==> config.mk <==
export PLATFORM = sky130hd
export DESIGN_NAME = argmax_sched
export DESIGN_NICKNAME = d
export VERILOG_FILES = /design/src/rtl/cnn_pkg.sv /design/src/rtl/argmax.sv /design/src/rtl/argmax_sched.sv
export SDC_FILE = /design/constraint.sdc
export NUM_CORES = 1
export LEC_CHECK = 0
export CAP_MARGIN = 20
export CORE_ASPECT_RATIO = 1.75
export CORE_MARGIN = 2
export CORE_UTILIZATION = 57
export CTS_CLUSTER_SIZE = 14
export DETAILED_ROUTE_END_ITERATION = 10
export HOLD_SLACK_MARGIN = 0.06
export PLACE_DENSITY = 0.78
export SYNTH_ARGS = -nofsm -noshare
export SYNTH_HDL_FRONTEND = slang
export SYNTH_SLANG_ARGS = --single-unit
==> constraint.sdc <==
create_clock -name clk -period 18.4 [get_ports clk]
set_input_delay 3.68 -clock clk [delete_from_list [all_inputs] [get_ports clk]]
set_output_delay 3.68 -clock clk [all_outputs]
set_load 0.02 [all_outputs]
==> src/rtl/cnn_pkg.sv <==
// Shared types and helpers for the CNN classifier datapath.
//   argmax_sched_state_t : sequencer FSM states for argmax_sched
//   idx_width()          : index width needed to address a vector of a given length
package cnn_pkg;

    typedef enum logic [1:0] {
        StIdle,
        StLaunch,
        StWait,
        StHold
    } argmax_sched_state_t;

    // A single-element vector still gets a 1-bit index port.
    function automatic int unsigned idx_width(input int unsigned dim);
        return (dim <= 1) ? 1 : $clog2(dim);
    endfunction

endpackage

==> src/rtl/argmax.sv <==
// Sequential argmax engine: scans one logit per cycle and reports the index of
// the largest signed value; ties keep the lowest index.
// Ports:
//   clk, reset  : clock, synchronous active-high reset
//   start       : one-cycle pulse, begins a scan of vec
//   vec         : logit vector, must stay stable until done
//   done        : one-cycle pulse, DIM+1 cycles after start
//   idx         : winning index, valid while done is high
module argmax
    import cnn_pkg::*;
#(
    parameter int unsigned DATA_WIDTH = 16,
    parameter int unsigned DIM        = 10,
    parameter int unsigned IDXW       = idx_width(DIM)
) (
    input  logic                         clk,
    input  logic                         reset,
    input  logic                         start,
    input  logic signed [DATA_WIDTH-1:0] vec [0:DIM-1],
    output logic                         done,
    output logic        [IDXW-1:0]       idx
);

    localparam logic [IDXW-1:0] LastIdx = IDXW'(DIM - 1);

    logic                         busy_q, busy_d;
    logic                         done_q, done_d;
    logic        [IDXW-1:0]       cnt_q, cnt_d;
    logic        [IDXW-1:0]       best_idx_q, best_idx_d;
    logic signed [DATA_WIDTH-1:0] best_q, best_d;

    always_comb begin
        busy_d     = busy_q;
        cnt_d      = cnt_q;
        best_d     = best_q;
        best_idx_d = best_idx_q;
        done_d     = 1'b0;
        if (start) begin
            busy_d = 1'b1;
            cnt_d  = '0;
        end else if (busy_q) begin
            // Element 0 seeds the running maximum; strict '>' keeps first occurrence.
            if ((cnt_q == '0) || (vec[cnt_q] > best_q)) begin
                best_d     = vec[cnt_q];
                best_idx_d = cnt_q;
            end
            if (cnt_q == LastIdx) begin
                busy_d = 1'b0;
                done_d = 1'b1;
            end else begin
                cnt_d = cnt_q + 1'b1;
            end
        end
    end

    always_ff @(posedge clk) begin
        if (reset) begin
            busy_q     <= 1'b0;
            done_q     <= 1'b0;
            cnt_q      <= '0;
            best_idx_q <= '0;
            best_q     <= '0;
        end else begin
            busy_q     <= busy_d;
            done_q     <= done_d;
            cnt_q      <= cnt_d;
            best_idx_q <= best_idx_d;
            best_q     <= best_d;
        end
    end

    assign done = done_q;
    assign idx  = best_idx_q;

endmodule

==> src/rtl/argmax_sched.sv <==
// Sequencer and double buffer in front of the argmax engine. Snapshots incoming
// logit vectors, launches the engine, parks a finished index when the output is
// stalled and presents results with a wrapping sequence tag.
// Ports:
//   clk, reset           : clock, synchronous active-high reset
//   flush                : synchronous abort of all buffered/in-flight frames
//   in_valid/in_ready    : input handshake, in_vec carries DIM signed logits
//   out_valid/out_ready  : output handshake for out_idx/out_seq
//   busy                 : a frame is buffered, being scanned or held
module argmax_sched
    import cnn_pkg::*;
#(
    parameter int unsigned DATA_WIDTH = 16,
    parameter int unsigned DIM        = 10,
    parameter int unsigned IDXW       = idx_width(DIM),
    parameter int unsigned SEQW       = 8
) (
    input  logic                         clk,
    input  logic                         reset,
    input  logic                         flush,
    input  logic                         in_valid,
    output logic                         in_ready,
    input  logic signed [DATA_WIDTH-1:0] in_vec [0:DIM-1],
    output logic                         out_valid,
    input  logic                         out_ready,
    output logic        [IDXW-1:0]       out_idx,
    output logic        [SEQW-1:0]       out_seq,
    output logic                         busy
);

    typedef logic signed [DATA_WIDTH-1:0] vec_t [0:DIM-1];

    argmax_sched_state_t state_q, state_d;

    vec_t            snap_q, snap_d;
    vec_t            pend_q, pend_d;
    logic            snap_full_q, snap_full_d;
    logic            pend_full_q, pend_full_d;
    logic [IDXW-1:0] hold_idx_q, hold_idx_d;
    logic [IDXW-1:0] out_idx_q, out_idx_d;
    logic [SEQW-1:0] out_seq_q, out_seq_d;
    logic            out_valid_q, out_valid_d;
    logic [SEQW-1:0] seq_cnt_q, seq_cnt_d;

    logic            accept;
    logic            slot_free;
    logic            retire;
    logic [IDXW-1:0] retire_idx;
    logic            eng_start;
    logic            eng_done;
    logic [IDXW-1:0] eng_idx;
    logic            eng_reset;

    assign eng_reset = reset | flush;

    argmax #(
        .DATA_WIDTH(DATA_WIDTH),
        .DIM       (DIM),
        .IDXW      (IDXW)
    ) u_argmax (
        .clk  (clk),
        .reset(eng_reset),
        .start(eng_start),
        .vec  (snap_q),
        .done (eng_done),
        .idx  (eng_idx)
    );

    // State and buffer registers.
    always_ff @(posedge clk) begin
        if (reset) begin
            state_q     <= StIdle;
            snap_full_q <= 1'b0;
            pend_full_q <= 1'b0;
            hold_idx_q  <= '0;
            out_idx_q   <= '0;
            out_seq_q   <= '0;
            out_valid_q <= 1'b0;
            seq_cnt_q   <= '0;
        end else begin
            state_q     <= state_d;
            snap_full_q <= snap_full_d;
            pend_full_q <= pend_full_d;
            hold_idx_q  <= hold_idx_d;
            out_idx_q   <= out_idx_d;
            out_seq_q   <= out_seq_d;
            out_valid_q <= out_valid_d;
            seq_cnt_q   <= seq_cnt_d;
        end
    end

    // Vector payloads are qualified by the *_full flags and need no reset.
    always_ff @(posedge clk) begin
        snap_q <= snap_d;
        pend_q <= pend_d;
    end

    // Next-state and buffer steering.
    always_comb begin
        state_d     = state_q;
        snap_d      = snap_q;
        pend_d      = pend_q;
        snap_full_d = snap_full_q;
        pend_full_d = pend_full_q;
        hold_idx_d  = hold_idx_q;
        out_idx_d   = out_idx_q;
        out_seq_d   = out_seq_q;
        out_valid_d = out_valid_q;
        seq_cnt_d   = seq_cnt_q;
        retire      = 1'b0;
        retire_idx  = eng_idx;

        accept    = in_valid && in_ready;
        slot_free = !out_valid_q || out_ready;

        unique case (state_q)
            StIdle: begin
                if (accept) begin
                    snap_d      = in_vec;
                    snap_full_d = 1'b1;
                    state_d     = StLaunch;
                end
            end
            StLaunch: begin
                state_d = StWait;
            end
            StWait: begin
                if (eng_done) begin
                    if (slot_free) begin
                        retire = 1'b1;
                    end else begin
                        hold_idx_d = eng_idx;
                        state_d    = StHold;
                    end
                end
            end
            StHold: begin
                if (slot_free) begin
                    retire     = 1'b1;
                    retire_idx = hold_idx_q;
                end
            end
            default: state_d = StIdle;
        endcase

        // Outside IDLE an accepted vector queues in pend, unless a retire this
        // cycle frees snap; pend is necessarily empty whenever accept is high.
        if (accept && (state_q != StIdle) && !retire) begin
            pend_d      = in_vec;
            pend_full_d = 1'b1;
        end

        if (out_ready) begin
            out_valid_d = 1'b0;
        end

        if (retire && !flush) begin
            out_idx_d   = retire_idx;
            out_valid_d = 1'b1;
            out_seq_d   = seq_cnt_q;
            seq_cnt_d   = seq_cnt_q + 1'b1;
            if (pend_full_q) begin
                snap_d      = pend_q;
                pend_full_d = 1'b0;
                state_d     = StLaunch;
            end else if (accept) begin
                snap_d  = in_vec;
                state_d = StLaunch;
            end else begin
                snap_full_d = 1'b0;
                state_d     = StIdle;
            end
        end

        // Sequence counter deliberately survives a flush.
        if (flush) begin
            state_d     = StIdle;
            snap_full_d = 1'b0;
            pend_full_d = 1'b0;
            out_valid_d = 1'b0;
        end
    end

    // Outputs.
    always_comb begin
        eng_start = (state_q == StLaunch);
        in_ready  = !reset && !pend_full_q && !flush;
        busy      = snap_full_q || pend_full_q || (state_q != StIdle);
    end

    assign out_valid = out_valid_q;
    assign out_idx   = out_idx_q;
    assign out_seq   = out_seq_q;

endmodule

* Word level (Yosys, flattened, before mapping)
Cells that the tools add are included.
** Operators by class
- Add/subtract/negate cells :: 2
- Order comparisons :: 2
- Equality and inequality tests :: 7
- Multiplexer cells :: 34
- Bitwise operators :: 5
- Reduce and logical (&&, ||, !) cells :: 27
** Operators by type and width (number)
- 2-to-1 mux 160 bit :: 5
- binary-select mux 16 bit (select 4 bit) :: 1
- 2-to-1 mux 16 bit :: 2
- 2-to-1 mux 1 bit :: 18
- > comparator 16 bit :: 1
- adder 8 x 1 -> 8 bit (second input constant) :: 1
- 2-to-1 mux 2 bit :: 4
- 2-to-1 mux 4 bit :: 2
- logical AND 1 bit :: 6
- != test 3 bit (second input constant) :: 2
- one-hot mux 2 bit (3 select lines) :: 1
- greater-or-equal comparator 5 bit (second input constant) :: 1
- logical NOT 1 bit :: 5
- inverter 4 -> 5 bit :: 1
- adder 4 x 1 -> 4 bit (second input constant) :: 1
- equality test 2 bit (second input constant) :: 2
- equality test 4 bit (second input constant) :: 1
- logical NOT 4 bit :: 1
- logical OR 1 bit :: 4
- AND reduction 2 bit :: 2
- AND reduction 4 bit :: 1
- nonzero test 2 bit :: 2
- nonzero test 4 bit :: 1
- OR reduction 2 bit :: 2
- 8 further kinds :: 10
** Word-level totals
- Register bits :: 375
- Bits of input ports :: 165
- Output and inout bits :: 15
- Word-level logic and storage cells :: 110

* Longest topological paths before layout
- Depth after elaboration :: 10
- Gate-level depth with buffers :: 14
- Depth with buffers taken out :: 10

* Hierarchy
A second synthesis with hierarchy kept.
** Second synthesis, totals
- Cell total of the unflattened synthesis :: 1496
- Area, all modules :: 18067.3 µm²
** By module, submodules not included
- argmax_sched :: times used 1, cells an instance 1205, area each 15137.0 µm², sequential area each 10189.8 µm²
- argmax :: times used 1, cells an instance 291, area each 2930.3 µm², sequential area each 520.5 µm²

* Worst setup path before layout
No wires, ideal clock.
- Path kind :: in2reg
- Start :: input port reset
- End :: register pend_q[0] (netlist bit) (enable)
- Library setup time :: 0.880 ns
- Data arrival time :: 15.382 ns
- Required time :: 17.520 ns
- Slack :: 2.139 ns
- Cell stages on the path :: 6
- Buffers on the path :: 2
- Path through :: buf_2 or2_4 nor2_4 nand2_2 buf_2 nor3_1
** Between the ends
- Longest elaborated chain between the ends :: 6
** Ends and longest elaborated chain
- start: declaration :: RTL line argmax_sched.sv:19 : input logic reset,
- logical NOT 1 bit :: RTL line argmax_sched.sv:187 : in_ready = !reset && !pend_full_q && !flush;
- logical AND 1 bit (2 in series) :: RTL line argmax_sched.sv:187
- net in_ready :: RTL line argmax_sched.sv:22 : output logic in_ready,
- logical AND 1 bit :: RTL line argmax_sched.sv:113 : accept = in_valid && in_ready;
- logical AND 1 bit (2 in series) :: RTL line argmax_sched.sv:148 : if (accept && (state_q != StIdle) && !retire) begin
- end signal: assignment :: RTL line argmax_sched.sv:95 : pend_q <= pend_d;
- end: declaration :: RTL line argmax_sched.sv:36 : vec_t pend_q, pend_d;
The timed path passes the listed nets, and every way through them passes these cells.
A chain may end at the register's enable or synchronous reset.

* Final worst setup path
- Start :: input port reset
- End :: output port in_ready
** Between the ends
- Longest elaborated chain between the ends :: 3
** Ends and longest elaborated chain (RTL line)
- logical NOT 1 bit :: argmax_sched.sv:187
- logical AND 1 bit (2 in series) :: argmax_sched.sv:187
- end: declaration :: argmax_sched.sv:22
Every way passes these cells.

==> impl_metrics.yaml <==
run_status:
  outcome: "complete, no violations"
grt:
  use_met2: 0.453
  grt_pass1_wl_um: 66400
  antenna_found_initial: 4
  grt_overflow: 0
  grtUsageMet3: 0.0298
  track_usage: 0.267
  grt_util_met1: 0.346
  grt_pass1_vias: 12200
  grt_max_degree: 247
  busiest_layer: "met2"
synth:
  synth_area_um2: 17400
  ys_warn_count: 0
  ys.flop_type: "edfxtp_1"
  synth_seq_cells: 375
  syn_inst: 1480
  synth_seq_area_share: 0.616
  synth_edf_count: 320
  avgSynthCellArea_um2: 11.7
  syn_nets: 1670
  yosysUniqueCellTypes: 53
  async_flop_share: 0
cts:
  cts_hold_buf: 0
  cts_resized: 0
  clockBufferDepth: 3
  clock_sinks: 375
  post_cts_buffers: 0
  cts_made_buffers: 36
  htreeDepth: 2
  path_clk_slew_ps: 60
  worstSkewPairLatency_ps: 550
  cts_root_buf: "clkbuf_16"
  cts_tree: "yes"
power_and_ir_drop:
  switchingPower_mw: 0.513
  ir_drop_mv: 0.0869
  pwr-share-seq: 0.526
  p_leak_nw: 6.91
  powerDensity_nw_per_um2: 103
  intPower_mw: 1.58
  p_sw_frac: 0.245
  power_frac_comb: 0.136
  p_clk_frac: 0.338
drt:
  via_per_inst: 6.20
  ant_nets: 0
  drc_errors: 0
  dr.pass1.iters: 5
  num_vias: 12400
  wl_per_cell_um: 21.4
  drt_iter0_drc: 1563
  drt_wl_total_um: 42900
layout:
  fin_nets: 1776
  final-seq-area_um2: 10700
  layout-drive-gt1-share: 0.0752
  multiInputGateArea_um2: 5970
  area_growth_pct: 16.5
  fill_cells: 2268
  design_area_um2: 20300
  utilization: 0.674
critical_path:
  reg2reg_to: "u_argmax.best_q[0]"
  crit_end: "in_ready"
  r2r-start: "u_argmax.cnt_q[0]"
  worstPathRequired_ps: 14720
  crit_start: "reset"
  ff2ff_path_depth: 11
  end_kind: "output pin"
  critPathLaunchType: "input pin"
  path_class: "input pin to output pin"
  r2r_setup_slack_ps: 13700
  worstPathArrival_ps: 5950
  critPathMaxFanout: 30
timing:
  setup_ws_ps: 8770
  fin_tns_setup_ps: 0
  final-max-slew-violation-count: 0
  rsz0062_at_grt: "false"
  clock_skew_ps: 29.5
  fmax_mhz: 104
  slew_headroom: 0.276
  fin_crit_sh: 0.523
  fin_crit_ps: 9630
  whs_ps: 454
  hold_viol_final: 0
  setup_viol: 0
  tightest_slew_ps: 1090
floorplan:
  io_pins: 180
  dieArea_um2: 32000
  initial_core_util: 0.578
  fp.dieH_um: 235
  die_w_um: 136
  num_rows: 84
  coreArea_um2: 30100
place:
  place_ws_ps: 8760
  gp_congestion: 0.853
  placed_area_um2: 19200
  hpwl_um: 26200
  io_buffers: 179
hold_path:
  hp-class: "flop to flop"
job:
  drv_cap: 0
## cell usage after synthesis (all sizes together), types with 2 or more instances
library cell,number,area (µm²)
a21o,3,22.5
o22a,2,17.5
clkbuf,68,256
ha,25,313
nor2b,2,15.0
a311oi,164,1500
inv,24,90.1
or2,2,15.0
a21oi,37,189
nor2,183,697
xnor2,3,26.3
nand3,28,140
o21ai,22,110
mux4,32,721
mux2i,38,380
nand4,7,43.8
buf,54,387
o31ai,2,15.0
nand2,353,1330
o22ai,16,100
xor2,7,61.3
nand2b,4,25.0
edfxtp,320,9610
dfxtp,55,1100
a211oi,3,22.5
nor3,11,66.3
o21a,2,15.0
## cell usage in the layout, fill, tap and decap left out, types with 3 or more instances in the layout
| master | n |
|---|---|
| dfxtp_1 | 53 |
| o22ai_1 | 16 |
| a21oi_1 | 36 |
| nand2_1 | 351 |
| a311oi_1 | 154 |
| mux2i_1 | 38 |
| ha_1 | 25 |
| o21ai_0 | 22 |
| xor2_1 | 7 |
| edfxtp_1 | 320 |
| clkbuf_1 | 10 |
| buf_4 | 9 |
| mux4_2 | 32 |
| nand2b_1 | 4 |
| a211oi_1 | 3 |
| xnor2_1 | 3 |
| clkinv_1 | 3 |
| nand3_1 | 28 |
| inv_6 | 3 |
| a21o_1 | 3 |
| nor2_1 | 181 |
| nand4_1 | 7 |
| clkdlybuf4s50_1 | 179 |
| diode_2 | 4 |
| a311oi_2 | 10 |
| clkinv_2 | 5 |
| nor3_1 | 9 |
| clkbuf_16 | 37 |
| inv_1 | 23 |
## layout make-up
cell class / instances / area share
flip-flops and latches: 375 / 0.529
multi-input cells: 959 / 0.295
repair buffers: 190 / 0.0938
clock buffers: 48 / 0.0482
well taps: 387 / 0.0239
clock inverters: 14 / 0.00531
inverters: 24 / 0.00469
diodes: 4 / 0.000494
## worst max-delay path, cell delays in order
cell             delay (ps)
clkdlybuf4s50_1         860
or2_4                   600
nor2_4                  180
clkdlybuf4s50_1         630
## power by group through the flow
| stage | registers (mW) | clock network (mW) | logic, mW |
|---|---|---|---|
| floorplan | 1.09 | 0 | 0.183 |
| global placement | 1.11 | 0 | 0.270 |
| detailed placement | 1.11 | 0 | 0.281 |
| CTS | 1.10 | 0.717 | 0.284 |
| global route | 1.11 | 0.744 | 0.308 |
| finish | 1.10 | 0.706 | 0.285 |
## metrics by stage
step | total power, mW | std cells
6_report | 2.09 | 2001
5_1_grt | 2.16 | 2001
4_1_cts | 2.10 | 1997
3_5_place_dp | 1.39 | 1935
3_3_place_gp | 1.38 | 1935
2_1_floorplan | 1.28 | 1480
## logic make-up after synthesis
kind of cell	count (synthesis)	share of synthesized area
XOR/XNOR	10	0.00504
flip-flops	375	0.616
AND/OR/NAND/NOR	597	0.137
buffers and inverters	146	0.0422
multiplexers	71	0.0640
AO/OA/AOI/OAI	256	0.117
adder cells (fa/ha/maj)	25	0.0180
## worst min path at each step
| stage | startpoint | endpoint | depth (start not counted) |
|---|---|---|---|
| floorplan | seq_cnt_q[7] | out_seq[7] | 2 |
| global placement | out_seq[0] | out_seq[0] | 2 |
| detailed placement | out_seq[3] | out_seq[3] | 2 |
| CTS | out_seq[3] | out_seq[3] | 2 |
| global route | out_seq[3] | out_seq[3] | 2 |
| finish | out_seq[4] | out_seq[4] | 2 |
## layer usage
layer | vias up | part of all wire
met5 | - | 0
met4 | 0 | 0.036
met3 | 78 | 0.055
met2 | 492 | 0.53
met1 | 6117 | 0.38
li1 | 5717 | -
Power figures use the tool's default switching activity.
